<file path="src/rtl/reg_dump_reader_if.sv">
// Bundle of the register-file read port, the dump stream port and the
// control/status lines of reg_dump_reader.
interface reg_dump_reader_if #(
  parameter int DATA_W = 32,
  parameter int ADDR_W = 5
);
  logic              start;
  logic [ADDR_W-1:0] first_addr;
  logic [ADDR_W-1:0] last_addr;

  logic [ADDR_W-1:0] rg_rd_addr1;
  logic [ADDR_W-1:0] rg_rd_addr2;
  logic [DATA_W-1:0] rg_rd_data1;
  logic [DATA_W-1:0] rg_rd_data2;

  logic              dump_valid;
  logic              dump_ready;
  logic [ADDR_W-1:0] dump_addr;
  logic [DATA_W-1:0] dump_data;
  logic              dump_last;

  logic              busy;
  logic              done;
  logic              err;

  modport slave (
    input  start, first_addr, last_addr,
    input  rg_rd_data1, rg_rd_data2,
    input  dump_ready,
    output rg_rd_addr1, rg_rd_addr2,
    output dump_valid, dump_addr, dump_data, dump_last,
    output busy, done, err
  );

  modport master (
    output start, first_addr, last_addr,
    output rg_rd_data1, rg_rd_data2,
    output dump_ready,
    input  rg_rd_addr1, rg_rd_addr2,
    input  dump_valid, dump_addr, dump_data, dump_last,
    input  busy, done, err
  );
endinterface

</file>
<file path="src/rtl/reg_dump_reader.sv">
// Streams a contiguous register range as (addr, data) beats. Two registers are
// fetched per FETCH cycle; the dump_data flop holds entry 0, buf1 holds entry 1.
module reg_dump_reader #(
  parameter int DATA_W = 32,
  parameter int ADDR_W = 5
) (
  input  logic              clk,
  input  logic              reset,
  reg_dump_reader_if.slave  bus
);

  typedef enum logic [2:0] {
    S_IDLE,
    S_FETCH,
    S_SEND0,
    S_SEND1,
    S_DONE
  } state_t;

  state_t            state_q, state_d;

  logic [ADDR_W-1:0] ptr_q, ptr_d;
  logic [ADDR_W-1:0] last_q, last_d;
  logic [DATA_W-1:0] buf1_q, buf1_d;
  logic              b1v_q, b1v_d;

  logic [ADDR_W-1:0] rd_addr1_q, rd_addr1_d;
  logic [ADDR_W-1:0] rd_addr2_q, rd_addr2_d;
  logic              dump_valid_q, dump_valid_d;
  logic [ADDR_W-1:0] dump_addr_q, dump_addr_d;
  logic [DATA_W-1:0] dump_data_q, dump_data_d;
  logic              dump_last_q, dump_last_d;
  logic              busy_q, busy_d;
  logic              done_q, done_d;
  logic              err_q, err_d;

  logic              hs;
  logic              range_ok;
  logic              pair_end;
  logic [ADDR_W:0]   ptr_inc;
  logic [ADDR_W:0]   last_ext;
  logic [ADDR_W-1:0] ptr_p1;
  logic [ADDR_W-1:0] ptr_p2;
  logic [ADDR_W-1:0] ptr_p3;

  assign hs       = dump_valid_q & bus.dump_ready;
  assign range_ok = (bus.first_addr <= bus.last_addr);
  // One extra bit keeps ptr=31 from wrapping to 0 when testing ptr+1 <= last.
  assign ptr_inc  = {1'b0, ptr_q} + (ADDR_W + 1)'(1);
  assign last_ext = {1'b0, last_q};
  assign pair_end = (ptr_inc == last_ext);
  assign ptr_p1   = ptr_q + ADDR_W'(1);
  assign ptr_p2   = ptr_q + ADDR_W'(2);
  assign ptr_p3   = ptr_q + ADDR_W'(3);

  // State register.
  // NOTE: sequential state is updated with non-blocking assignments only, so
  // every flop samples the pre-edge values regardless of statement order.
  always_ff @(posedge clk or posedge reset) begin
    if (reset) state_q <= S_IDLE;
    else       state_q <= state_d;
  end

  // Next-state logic.
  // NOTE: every combinational output gets a default before the case so no
  // path through the block leaves it unassigned and infers a latch.
  always_comb begin
    state_d = state_q;
    unique case (state_q)
      S_IDLE:  if (bus.start && range_ok) state_d = S_FETCH;
      S_FETCH: state_d = S_SEND0;
      S_SEND0: if (hs) state_d = b1v_q ? S_SEND1 : S_DONE;
      S_SEND1: if (hs) state_d = pair_end ? S_DONE : S_FETCH;
      S_DONE:  state_d = S_IDLE;
      default: state_d = S_IDLE;
    endcase
  end

  // Output and datapath next values; everything leaves through a flop.
  always_comb begin
    ptr_d        = ptr_q;
    last_d       = last_q;
    buf1_d       = buf1_q;
    b1v_d        = b1v_q;
    rd_addr1_d   = rd_addr1_q;
    rd_addr2_d   = rd_addr2_q;
    dump_valid_d = dump_valid_q;
    dump_addr_d  = dump_addr_q;
    dump_data_d  = dump_data_q;
    dump_last_d  = dump_last_q;
    err_d        = 1'b0;
    done_d       = (state_d == S_DONE);
    busy_d       = (state_d != S_IDLE);

    unique case (state_q)
      S_IDLE: begin
        if (bus.start) begin
          if (range_ok) begin
            last_d     = bus.last_addr;
            ptr_d      = bus.first_addr;
            rd_addr1_d = bus.first_addr;
            rd_addr2_d = bus.first_addr + ADDR_W'(1);
            b1v_d      = 1'b0;
          end else begin
            err_d = 1'b1;
          end
        end
      end

      S_FETCH: begin
        buf1_d       = bus.rg_rd_data2;
        b1v_d        = (ptr_inc <= last_ext);
        dump_valid_d = 1'b1;
        dump_addr_d  = ptr_q;
        dump_data_d  = bus.rg_rd_data1;
        dump_last_d  = (ptr_q == last_q);
      end

      S_SEND0: begin
        if (hs) begin
          if (b1v_q) begin
            dump_addr_d = ptr_p1;
            dump_data_d = buf1_q;
            dump_last_d = pair_end;
          end else begin
            dump_valid_d = 1'b0;
            dump_last_d  = 1'b0;
          end
        end
      end

      S_SEND1: begin
        if (hs) begin
          dump_valid_d = 1'b0;
          dump_last_d  = 1'b0;
          if (!pair_end) begin
            ptr_d      = ptr_p2;
            rd_addr1_d = ptr_p2;
            rd_addr2_d = ptr_p3;
          end
        end
      end

      S_DONE:  ;
      default: ;
    endcase
  end

  // NOTE: the two-entry buffer is a handful of flops, not a RAM, so it is reset
  // along with everything else and no stale beat survives a reset.
  always_ff @(posedge clk or posedge reset) begin
    if (reset) begin
      ptr_q        <= '0;
      last_q       <= '0;
      buf1_q       <= '0;
      b1v_q        <= 1'b0;
      rd_addr1_q   <= '0;
      rd_addr2_q   <= '0;
      dump_valid_q <= 1'b0;
      dump_addr_q  <= '0;
      dump_data_q  <= '0;
      dump_last_q  <= 1'b0;
      busy_q       <= 1'b0;
      done_q       <= 1'b0;
      err_q        <= 1'b0;
    end else begin
      ptr_q        <= ptr_d;
      last_q       <= last_d;
      buf1_q       <= buf1_d;
      b1v_q        <= b1v_d;
      rd_addr1_q   <= rd_addr1_d;
      rd_addr2_q   <= rd_addr2_d;
      dump_valid_q <= dump_valid_d;
      dump_addr_q  <= dump_addr_d;
      dump_data_q  <= dump_data_d;
      dump_last_q  <= dump_last_d;
      busy_q       <= busy_d;
      done_q       <= done_d;
      err_q        <= err_d;
    end
  end

  assign bus.rg_rd_addr1 = rd_addr1_q;
  assign bus.rg_rd_addr2 = rd_addr2_q;
  assign bus.dump_valid  = dump_valid_q;
  assign bus.dump_addr   = dump_addr_q;
  assign bus.dump_data   = dump_data_q;
  assign bus.dump_last   = dump_last_q;
  assign bus.busy        = busy_q;
  assign bus.done        = done_q;
  assign bus.err         = err_q;

endmodule

</file>
<file path="src/flat_wrapper.sv">
// flat-port wrapper written by rule: the top's interface ports become plain ports
module reg_dump_reader_flat 
#(
  parameter int DATA_W = 32,
  parameter int ADDR_W = 5
)
  (clk, reset, bus_start, bus_first_addr, bus_last_addr, bus_rg_rd_data1, bus_rg_rd_data2, bus_dump_ready, bus_rg_rd_addr1, bus_rg_rd_addr2, bus_dump_valid, bus_dump_addr, bus_dump_data, bus_dump_last, bus_busy, bus_done, bus_err);
  reg_dump_reader_if #(.DATA_W(DATA_W), .ADDR_W(ADDR_W)) bus_i ();
  input  logic clk;
  input  logic reset;
  input wire logic [$bits(bus_i.start)-1:0] bus_start;
  input wire logic [$bits(bus_i.first_addr)-1:0] bus_first_addr;
  input wire logic [$bits(bus_i.last_addr)-1:0] bus_last_addr;
  input wire logic [$bits(bus_i.rg_rd_data1)-1:0] bus_rg_rd_data1;
  input wire logic [$bits(bus_i.rg_rd_data2)-1:0] bus_rg_rd_data2;
  input wire logic [$bits(bus_i.dump_ready)-1:0] bus_dump_ready;
  output wire logic [$bits(bus_i.rg_rd_addr1)-1:0] bus_rg_rd_addr1;
  output wire logic [$bits(bus_i.rg_rd_addr2)-1:0] bus_rg_rd_addr2;
  output wire logic [$bits(bus_i.dump_valid)-1:0] bus_dump_valid;
  output wire logic [$bits(bus_i.dump_addr)-1:0] bus_dump_addr;
  output wire logic [$bits(bus_i.dump_data)-1:0] bus_dump_data;
  output wire logic [$bits(bus_i.dump_last)-1:0] bus_dump_last;
  output wire logic [$bits(bus_i.busy)-1:0] bus_busy;
  output wire logic [$bits(bus_i.done)-1:0] bus_done;
  output wire logic [$bits(bus_i.err)-1:0] bus_err;
  assign bus_i.start = bus_start;
  assign bus_i.first_addr = bus_first_addr;
  assign bus_i.last_addr = bus_last_addr;
  assign bus_i.rg_rd_data1 = bus_rg_rd_data1;
  assign bus_i.rg_rd_data2 = bus_rg_rd_data2;
  assign bus_i.dump_ready = bus_dump_ready;
  assign bus_rg_rd_addr1 = bus_i.rg_rd_addr1;
  assign bus_rg_rd_addr2 = bus_i.rg_rd_addr2;
  assign bus_dump_valid = bus_i.dump_valid;
  assign bus_dump_addr = bus_i.dump_addr;
  assign bus_dump_data = bus_i.dump_data;
  assign bus_dump_last = bus_i.dump_last;
  assign bus_busy = bus_i.busy;
  assign bus_done = bus_i.done;
  assign bus_err = bus_i.err;
  reg_dump_reader #(.DATA_W(DATA_W), .ADDR_W(ADDR_W)) u_core (.clk(clk), .reset(reset), .bus(bus_i));
endmodule
</file>
<file path="config.mk">
export PLATFORM = sky130hd
export DESIGN_NAME = reg_dump_reader_flat
export DESIGN_NICKNAME = d
export VERILOG_FILES = /design/src/rtl/reg_dump_reader_if.sv /design/src/rtl/reg_dump_reader.sv /design/src/flat_wrapper.sv
export SDC_FILE = /design/constraint.sdc
export NUM_CORES = 1
export LEC_CHECK = 0
export CAP_MARGIN = 10
export CORE_MARGIN = 2
export CORE_UTILIZATION = 48
export DETAILED_ROUTE_END_ITERATION = 10
export PLACE_DENSITY = 0.8
export SYNTH_ARGS = -nofsm -noshare
export SYNTH_HDL_FRONTEND = slang
export SYNTH_SLANG_ARGS = --single-unit
</file>
<file path="constraint.sdc">
create_clock -name clk -period 3 [get_ports clk]
set_input_delay 0.3 -clock clk [delete_from_list [all_inputs] [get_ports clk]]
set_output_delay 0.3 -clock clk [all_outputs]
set_load 0.02 [all_outputs]
</file>
==> metrics list, run 1 <==
- For the worst-skew pair, the clock arrives at the later sink with an insertion delay of 360 ps.
* Fraction of the yosys area taken by sequential cells: 49.5%
* Headroom to the max-slew limit: 46.7%
- The synthesized design contains 93 register bits.
- Post-Synth XOR/XNOR Area: 3.17%
* TritonCTS clock tree: done
- Antenna-violating nets left: 0
- Standard-cell row count: 36
* Unrepaired setup endpoints after global routing: no
- Total Nets Final: 630
- Counting flops with an async set or reset pin after synthesis yields a share of 100%.
- In the routed design, unresolved DRC markers number 0.
- After the first detailed-routing iteration, the DRC count stood at 91.
- Static leakage: 2.70 nW
- Dividing total power by cell area gives a power density of 1100 nW/um^2.
- Final Instance Count excl. Fillers: 675
* Critical path capture point type: flop
* Most used cells in the layout excluding fill and tap cells: clkdlybuf4s50_1 (129), dfrtp_1 (93), nand2_1 (59)
- The first global-routing pass estimated 17,200 um of wire.
* Avg WL per Cell: 16.0 um
- Cell area after synthesis: 4700 sq um
- By area, the combinational part of the netlist is dominated by multiplexers.
- Transition time at the pin with the least slew margin: 799 ps
* Clock H-tree levels: 3
* Final setup skew: 8.94 ps
- The worst hold path belongs to the class in -> async.
* Std-Cell Core Area: 9640 sq um
* Mapped Avg Cell Area: 11.5 sq um
- Growth of design area from synthesis to finish: 34.5%
- Count of vias placed by the detailed router: 3,476
* Predominant post-synthesis flop cell: dfrtp_1
- Commonest non-fill, non-tap cell in the layout: clkdlybuf4s50_1
- The finished cells cover 6320 sq um.
- The number of max-slew violations in the final report is 0.
- Startpoint of the most critical setup path: u_core.ptr_q[1]
- The number of global-route vias before repair was 3,581.
* Largest fanout on the critical path: 9
- The tree is rooted in a clkbuf_8.
- Final critical-path required period: 2710 ps
- Summed over all layers, the routed wires come to 10,800 um.
- Warnings from Yosys: 0
- Share of the cycle needed by the critical path after routing: 90.3%
* Routed via count divided by cell count: 5.15
* Antenna violations before repair: 0
- The number of failing hold endpoints at the final stage came to 0.
- Sinks on the clock net: 93
- Counting the buffers created by CTS gives 9.
* Count of flip-flops with a built-in enable after synthesis: 0
- Final setup vio count: 0
- GRT Overall Usage: 21.1%
- The flow ran to the end, and the final reports show no timing, DRC or antenna violations.
* Max-cap violation count: 0
- Kind of start point of the critical path: flop
- Total die area: 10,600 sq um
* Sum of overflow across all layers after global routing: 0
- The post-route netlist has 12.0% of its cells at a drive strength greater than 1.
- Diodes inserted: 0
- Final HPWL from detailed placement: 8020 um
- Measured along the x axis, the die boundary spans 103 um.
* Final GP Congestion: 0.979
* Synth Area in Simple Gates: 10.1%
* Clock slew at reported path FFs: 90 ps
- Worst vdd rail ir drop: 0.641 mV
- Synth Area in Compound Gates: 11.3%
* Number of port buffers: 129
- For the worst flop-to-flop path, the logic depth is 9.
- The synthesized netlist contains 52 unique library cells.
- The number of gates resized after CTS was 0.
* Starting density of the core: 48.7%
* Nets in the synthesized netlist: 503
* Post-CTS Hold Buffers: 0
- Counting along the longest clock path gives a buffer depth of 2.
* Postcts setup bufs: 0
- Number of primary I/O pins: 130
* Pin count of the biggest net entering global routing: 75
- Placed Area: 6100 sq um
- The worst register-to-register path begins at u_core.ptr_q[1].
* Multiplexer share of the synthesized area: 16.6%
* Category of the most critical setup path: reg -> reg
- STA puts the critical path data arrival time at 2950 ps.
* Placed insts: 659
- Post-synthesis instance total: 410
- For the worst setup path, the data required time is 3240 ps.
- For the final routed database, the setup TNS stands at 0 ps.
* Fmax: 0.369 GHz
- Iteration count of the initial detailed-routing pass: 4
* Die Y: 103 um
- Of the total synthesized cell area, the portion taken by full adders, half adders and majority gates is 4.00%.
## power breakdown
part	total, mW	internal [mW]	switching (mW)
registers	2.24	1.88	0.366
clock network	0.931	0.477	0.454
logic	3.75	1.77	1.98
total	6.92	4.12	2.80
## worst paths after layout
check                                                 end  slack [ps]
worst max-delay path            u_core.bus.rg_rd_addr2[1]         290
worst min-delay path              u_core.bus.dump_addr[3]         390
worst max register to register  u_core.bus.rg_rd_addr2[1]         290
worst min register to register    u_core.bus.dump_data[2]         480
max in group asynchronous        u_core.bus.dump_data[30]        1880
min in group clk                  u_core.bus.dump_data[2]         480
## worst max-delay path, stage by stage, from the launching register on
cell and delay, ps:
dfrtp_1 470, ha_1 270, nand3_1 110, xnor2_1 210, ha_1 290, and4_1 210
and3_4 200, o31ai_4 340, nand2_4 170, mux2_4 320
## through the flow
stage / worst slack [ps] / power [mW] / utilization [%] / hold WS (ps)
finish: 292 / 6.92 / 65.5 / 387
global route: 121 / 7.43 / 65.5 / 421
CTS: 317 / 7.00 / 65.5 / 402
detailed placement: 260 / 6.04 / 63.2 / 464
global placement: 422 / 5.89 / 63.2 / 458
floorplan: 280 / 4.81 / - / 422
## flip-flops by register name (all words and copies together), names as in the netlist
name / cells
u_core.buf1_q: 32
u_core.bus.dump_last: 1
u_core.bus.dump_data: 32
u_core.bus.done: 1
u_core.bus.rg_rd_addr2: 5
u_core.b1v_q: 1
u_core.bus.busy: 1
u_core.bus.err: 1
u_core.state_q: 3
u_core.bus.dump_addr: 5
u_core.ptr_q: 5
u_core.bus.dump_valid: 1
u_core.last_q: 5
## final cells by class
type	instances	area [sq um]
fillers	779	3320
flip-flops and latches	93	2330
multi-input cells	279	2140
repair buffers	139	1400
well taps	133	166
clock buffers	10	128
clock inverters	6	93.8
inverters	15	57.6
## cells in the mapped netlist, types with 2 or more instances
library cell,number,area [sq um]
mux2_4,6,90.1
clkbuf_4,2,15.0
mux2_1,33,372
ha_1,15,188
o21ai_0,8,40.0
nand3_1,7,35.0
and2_1,2,12.5
nand4_1,4,25.0
clkbuf_1,3,11.3
buf_4,2,15.0
dfrtp_1,93,2330
o2bb2ai_1,2,17.5
buf_2,6,30.0
o21ai_1,23,115
nand2_1,59,221
o21ai_2,21,184
nor3b_1,3,22.5
xor2_1,6,52.6
inv_1,13,48.8
buf_6,9,101
o211ai_1,2,15.0
a21oi_1,14,70.1
mux2i_1,32,320
nor2_1,7,26.3
xnor2_1,11,96.3
## logic make-up (layout without fill, tap and decap cells)
logic type,Yosys count,count (layout)
flip-flops,93,93
adder cells (fa/ha/maj),15,15
AND/OR/NAND/NOR,97,97
XOR/XNOR,17,17
buffers and inverters,38,170
AO/OA/AOI/OAI,79,79
multiplexers,71,71
## routing by layer
layer  vias to the layer above  share of wire [%]  global-route usage [%]
met4                         0                2.3                    8.10
met1                      1678                 43                    26.4
li1                       1679                  -                       -
met3                        19                5.3                    5.83
met2                       100                 50                    34.8
met5                         -                  0                       0
Power figures use the tool's default switching activity.
==> run 2: changes to the inputs <==
CORE_MARGIN = unset   (was 2)
CORE_UTILIZATION = 44   (was 48)
PLACE_DENSITY = 0.77   (was 0.8)
clock period = 2.42 ns   (was 3 ns; I/O delays follow)
==> run 2 against run 1 <==
Maximum frequency is 12% higher. Global-route usage is 1.1 points lower. Sequential share of layout area is 1.1 points lower. Largest power group unchanged. Clock skew is 1.5 ps higher. Cell count is 3.1% higher. Routed wire length is 0.36% lower. Design area is 3.3% higher. Clock power is 12% higher. Hold slack worse by 35 ps.
==> metrics list, run 2 (same netlist as run 1, synthesis figures left out) <==
- Run status: finished, final reports clean (unchanged).
- The clock slew seen by the registers of the worst setup and hold paths is 90 ps (about the same).
- The floorplan core area was 10,300 sq um (was 9640 sq um).
- Placed insts: 673 (was 659)
* Number of design rule violations left after detail routing: 0 (unchanged)
* Number of DRC violations after detailed-routing iteration 0: 94 (was 91)
* Static leakage: 2.79 nW (was 2.70 nW)
* Antenna violations before repair: 0 (unchanged)
- The final critical-path share of the clock period is 99.7% (was 90.3%).
- Most used cells in the layout excluding fill and tap cells: clkdlybuf4s50_1 (129), dfrtp_1 (89), nand2_1 (58) (was clkdlybuf4s50_1 (129), dfrtp_1 (93), nand2_1 (59)).
- The number of max-slew violations in the final report is 0 (unchanged).
- Delay of the slowest cell on the worst path: 450 ps (was 470 ps)
* Number of hold violations in the final report: 0 (unchanged)
- Final Worst Setup Slack: 8.46 ps (was 292 ps)
- The post-place setup slack is -2.92 ps (was 260 ps).
* Commonest non-fill, non-tap cell in the layout: clkdlybuf4s50_1 (unchanged)
* Count of vias placed by the detailed router: 3,500 (was 3,476)
- Final Instance Count excl. Fillers: 696 (was 675)
- Total clock buffers created by CTS: 9 (unchanged)
- The final core area utilization was 63.2% (was 65.5%).
- The peak fanout along the critical path is 5 (was 9).
- Kind of start point of the critical path: flop (unchanged)
- The buffering stage count on the worst path with inverters included was 1 (was 0).
* Final design instance area without fill: 6530 sq um (was 6320 sq um)
* Critical path capture point type: flop (unchanged)
* Max Root-Sink Buffers: 2 (unchanged)
- The floorplan die height was 105 um (was 103 um).
- Final setup vio count: 0 (unchanged)
* GRT Overall Usage: 20.0% (was 21.1%)
- The last weighted congestion value of the routability-driven placer was 0.850 (was 0.979).
- The maximum number of pins on one net before global-route repair is 94 (was 75).
- Avg WL per Cell: 15.5 um (was 16.0 um)
* Growth of design area from synthesis to finish: 38.9% (was 34.5%)
* Clock root cell: clkbuf_8 (unchanged)
- Crit path required time: 2660 ps (was 3240 ps)
- Sum of overflow across all layers after global routing: 0 (unchanged)
- Diodes inserted: 0 (unchanged)
* Horizontal die dimension: 105 um (was 103 um)
- The minimum period implied by the final worst setup slack came to 2410 ps (was 2710 ps).
- Max-cap violation count: 0 (unchanged)
- The cell at the slowest stage of the critical path was dfrtp_2 (was dfrtp_1).
- The number of I/O pins was 130 (unchanged).
- Starting density of the core: 45.5% (was 48.7%)
* Ordered cell list for the critical path: ha_4 -> nand3_4 -> xnor2_2 -> ha_1 -> and4_1 -> and3_4 -> o31ai_4 -> nand2_4 -> buf_12 -> mux2_4 (was ha_1 -> nand3_1 -> xnor2_1 -> ha_1 -> and4_1 -> and3_4 -> o31ai_4 -> nand2_4 -> mux2_4)
* Total Nets Final: 649 (was 630)
- Number of port buffers: 129 (unchanged)
- Clock H-tree levels: 3 (unchanged)
- WHS: 352 ps (was 387 ps)
* Routed via count divided by cell count: 5.03 (was 5.15)
* Headroom to the max-slew limit: 55.4% (was 46.7%)
- Unrepaired setup endpoints after global routing: yes (was no).
- The largest voltage drop on the vdd net came to 0.777 mV (was 0.641 mV).
- Routed WL: 10,800 um (about the same)
* Number of global-route vias before repair: 3,617 (was 3,581)
- The path type of the worst setup path was reg -> reg (unchanged).
- The area of the die was 11,100 sq um (was 10,600 sq um).
- Fmax: 0.415 GHz (was 0.369 GHz)
- Skew-Pair Late Insertion Delay: 360 ps (about the same)
- The summed negative setup slack over all endpoints came to 0 ps (unchanged).
- Iteration count of the initial detailed-routing pass: 4 (unchanged)
- Hold/Removal Path Class: in -> async (unchanged)
- The fraction of layout instances using a drive strength above 1 is 17.3% (was 12.0%).
- The final-layout fill cell count came to 868 (was 779).
- The CTS tree is done (unchanged).
* Sinks on the clock net: 93 (unchanged)
* Power per cell area: 1350 nW/um^2 (was 1100 nW/um^2)
- Final HPWL from detailed placement: 7780 um (was 8020 um)
- Global-route wire length before repair: 17,400 um (was 17,200 um)
- The data arrival time of the critical path came to 2660 ps (was 2950 ps).
- The post-place instance area came to 6190 sq um (was 6100 sq um).
- The total power draw is 8.79 mW (was 6.92 mW).
- Final setup skew: 10.4 ps (was 8.94 ps)
- Standard-cell row count: 37 (was 36)
* Transition time at the pin with the least slew margin: 669 ps (was 799 ps)
* Family with the most delay on the worst path: adder cells (was simple AND/OR/NAND/NOR gates)
- Antenna-violating nets left: 0 (unchanged)
run 2: cell types whose count changed in the layout (fill, tap and decap cells not counted), sizes merged:
cell and change:
clkinv -1, clkinvlp +1, clkbuf -1, inv +1, buf +19, bufinv -1
run 2: power by group:
group          total (mW)  internal (mW)  switching [mW]
logic                4.93           2.44            2.48
clock network        1.04          0.485           0.559
registers            2.82           2.33           0.485
run 2: layer usage:
metal  GRT usage [%]  vias up  wire length, um
li1                -     1722                -
met1            25.5     1656             4630
met2            33.4       96             5310
met3            2.97       26              507
met4            9.36        0              336
met5               0        -                0
run 2: path summary, 6_finish.rpt:
kind	cells past startpoint	slack, ps	end	startpoint
min in group clk	3	470	u_core.last_q[4]	bus_last_addr[4]
worst min-delay path	3	350	u_core.bus.dump_addr[1]	reset
worst min register to register	2	480	u_core.bus.dump_data[0]	u_core.bus.dump_data[0]
worst max-delay path	10	8	u_core.bus.rg_rd_addr2[1]	u_core.ptr_q[1]
max in group asynchronous	3	1650	u_core.state_q[0]	reset
worst max register to register	10	8	u_core.bus.rg_rd_addr2[1]	u_core.ptr_q[1]
run 2: tightest hold or removal path, delay by kind of cell:
| kind | cells | cell delay [ps] |
|---|---|---|
| buffers and inverters | 3 | 910 |
run 2: cell type report:
cell class	instances	area, sq um	share of cell area, %
clock buffers	9	124	1.90
clock inverters	6	71.3	1.09
inverters	15	60.1	0.920
multi-input cells	279	2200	33.8
flip-flops and latches	93	2330	35.7
well taps	136	170	2.61
repair buffers	158	1560	24.0
run 2: repair_timing:
action / in CTS / in global routing
setup buffers: 2 / 6
pin swaps: 0 / 12
gates resized for setup: 0 / 13
hold buffers: 0 / 0
setup endpoints to repair: 7 / 7
==> run 3: changes to the inputs <==
CORE_ASPECT_RATIO = 0.7   (was unset)
TNS_END_PERCENT = 1   (was unset)
==> run 3 against run 2 <==
The flow now finishes with violations (design-rule violations, negative setup slack). First-iteration DRC count grew 70%. Clock power grew 28%. Design area grew 0.63%. Non-clock buffer count shrank 2. Critical endpoint is now u_core.bus.rg_rd_addr2[4]. Highest routed layer unchanged. Flip-flop and latch count is the same.
==> metrics list, run 3 (same netlist as run 1, synthesis figures left out) <==
* Run status: complete, but fails checks (was finished, final reports clean)
- The final reports fail on design-rule violations, negative setup slack.
- Headroom to the max-slew limit: 65.7% (was 55.4%)
- Power per cell area: 1380 nW/um^2 (was 1350 nW/um^2)
- The growth of design area from synthesis to finish came to 39.8% (was 38.9%).
- The antenna diode count is 0 (unchanged).
- The initial cell density of the core is 45.4% (was 45.5%).
- The peak fanout along the critical path is 7 (was 5).
- Most used cells in the layout excluding fill and tap cells: clkdlybuf4s50_1 (129), dfrtp_1 (93), nand2_1 (59) (was clkdlybuf4s50_1 (129), dfrtp_1 (89), nand2_1 (58)).
* Horizontal die dimension: 125 um (was 105 um)
- Critical path capture point type: flop (unchanged)
- Delay of the slowest cell on the worst path: 410 ps (was 450 ps)
- The hold buffer count at CTS was 0 (unchanged).
* Final Worst Setup Slack: -6.57 ps (was 8.46 ps)
- The final core area utilization came to 63.4% (was 63.2%).
* Number of global-route vias before repair: 3,548 (was 3,617)
- Total clock buffers created by CTS: 9 (unchanged)
- Clock slew at reported path FFs: 60 ps (was 90 ps)
- TritonCTS clock tree: done (unchanged)
- The count of antenna-violating nets left after detailed routing was 0 (unchanged).
- The fmax was 0.412 GHz (was 0.415 GHz).
- Endpoint arrival time on the critical path: 2640 ps (was 2660 ps)
* Clock root cell: clkbuf_16 (was clkbuf_8)
- Setup slack of the worst register-to-register path: -7 ps (was 8 ps)
- Die Y: 88.4 um (was 105 um)
- The cell at the slowest stage of the critical path is dfrtp_1 (was dfrtp_2).
- Worst flop-to-flop path startpoint: u_core.ptr_q[0] (was u_core.ptr_q[1])
* Global-route wire length before repair: 17,600 um (was 17,400 um)
- Final setup vio count: 3 (was 0)
- Ordered cell list for the critical path: ha_2 -> nand3_2 -> xnor2_2 -> ha_1 -> and4_1 -> and3_4 -> o31ai_4 -> nand2_4 -> mux2_4 (was ha_4 -> nand3_4 -> xnor2_2 -> ha_1 -> and4_1 -> and3_4 -> o31ai_4 -> nand2_4 -> buf_12 -> mux2_4)
- GRT Overall Usage: 20.2% (was 20.0%)
* Total Nets Final: 647 (was 649)
- The area of the die came to 11,100 sq um (about the same).
* Skew-Pair Late Insertion Delay: 330 ps (was 360 ps)
- Antenna violations before repair: 0 (unchanged)
- Final HPWL from detailed placement: 7710 um (was 7780 um)
* Clock H-tree levels: 3 (unchanged)
* Pin count of the biggest net entering global routing: 94 (unchanged)
- Avg WL per Cell: 15.8 um (was 15.5 um)
* Kind of start point of the critical path: flop (unchanged)
* Standard-cell row count: 31 (was 37)
* Crit path required time: 2630 ps (was 2660 ps)
- The number of max-slew violations in the final report was 0 (unchanged).
- Final TNS setup: -16.2 ps (was 0 ps)
- The actual transition at the worst max-transition pin is 515 ps (was 669 ps).
- Final critical-path required period: 2430 ps (was 2410 ps)
* Number of port buffers: 129 (unchanged)
- The worst hold-check path type is in -> async (unchanged).
* Startpoint of the most critical setup path: u_core.ptr_q[0] (was u_core.ptr_q[1])
- The count of max-cap constraint violations came to 0 (unchanged).
- The residual DRC count is 8 (was 0).
- The leakage power was 2.83 nW (was 2.79 nW).
- The final routed wirelength across all metal layers came to 10,900 um (was 10,800 um).
- Max Root-Sink Buffers: 2 (unchanged)
- The count of TritonRoute iterations in the first routing pass is 8 (was 4).
- The post-place setup slack was -45.2 ps (was -2.92 ps).
- Unrepaired setup endpoints after global routing: yes (unchanged)
- Share of the cycle needed by the critical path after routing: 100% (was 99.7%)
- Worst vdd rail ir drop: 0.717 mV (was 0.777 mV)
- The final global-route overflow total came to 0 (unchanged).
* R2R depth: 9 (was 10)
* Count of vias placed by the detailed router: 3,547 (was 3,500)
* Final setup skew: 6.39 ps (was 10.4 ps)
* Sinks on the clock net: 93 (unchanged)
* Final GP Congestion: 0.861 (was 0.850)
- The via density per instance is 5.13 (was 5.03).
* Category of the most critical setup path: reg -> reg (unchanged)
- Std-Cell Core Area: 10,400 sq um (was 10,300 sq um)
* Number of primary I/O pins: 130 (unchanged)
* Fraction of final layout cells with drive strength greater than 1: 15.9% (was 17.3%)
- The minimum hold slack was 392 ps (was 352 ps).
- Number of DRC violations after detailed-routing iteration 0: 160 (was 94)
- The most common cell after layout, fill and taps aside is clkdlybuf4s50_1 (unchanged).
* Number of hold violations in the final report: 0 (unchanged)
[run 3: changes by cell type in the layout (fill, tap and decap cells not counted), moves of 4 or more]
cell,before,now
clkbuf_16,0,9
clkbuf_8,9,2
dfrtp_2,4,0
dfrtp_1,89,93
[run 3: path summary, 6_finish.rpt]
check | endpoint
max in group asynchronous | u_core.bus.err
min in group clk | u_core.bus.dump_data[27]
worst min register to register | u_core.bus.dump_data[27]
worst max register to register | u_core.bus.rg_rd_addr2[4]
worst min-delay path | u_core.bus.rg_rd_addr2[4]
worst max-delay path | u_core.bus.rg_rd_addr2[4]
[run 3: routing by layer]
layer  vias to the layer above  part of all wire [%]  GRT usage, %
met2                       115                    45          30.5
met4                         0                  0.36          3.44
met3                         4                   7.1          5.86
met5                         -                     0             0
met1                      1702                    48          29.1
li1                       1726                     -             -
[run 3: area by class of cell]
class | instances | area [sq um]
clock buffers | 11 | 253
repair buffers | 156 | 1550
clock inverters | 5 | 35.0
inverters | 15 | 60.1
flip-flops and latches | 93 | 2330
fillers | 818 | 3790
well taps | 132 | 165
multi-input cells | 279 | 2180
[run 3: what timing repair did]
action	CTS	global route
buffers inserted	4	2
pin swaps	5	8
endpoints found under the setup margin	6	10
gates resized for setup	1	6
[run 3: worst max-delay path, delay by kind of cell (launching register included)]
family                     cells  cell delay (ps)
adders and majority gates      2              520
AOI/OAI and AO/OA              1              290
xor gates and xnor gates       1              160
muxes                          1              320
and+or+nand+nor                4              600
DFF                            1              410
[run 3: metrics by stage]
step	area, sq um	std cells	power [mW]
after global placement	6200	670	7.41
after floorplan	4700	410	5.96
final	6570	691	9.06
after global routing	6570	691	9.65
after CTS	6520	690	9.02
after detailed placement	6200	670	7.60
[run 3: power breakdown]
part	internal, mW	switching, mW	total [mW]
Combinational	2.40	2.53	4.93
Sequential	2.33	0.468	2.80
Clock	0.752	0.575	1.33
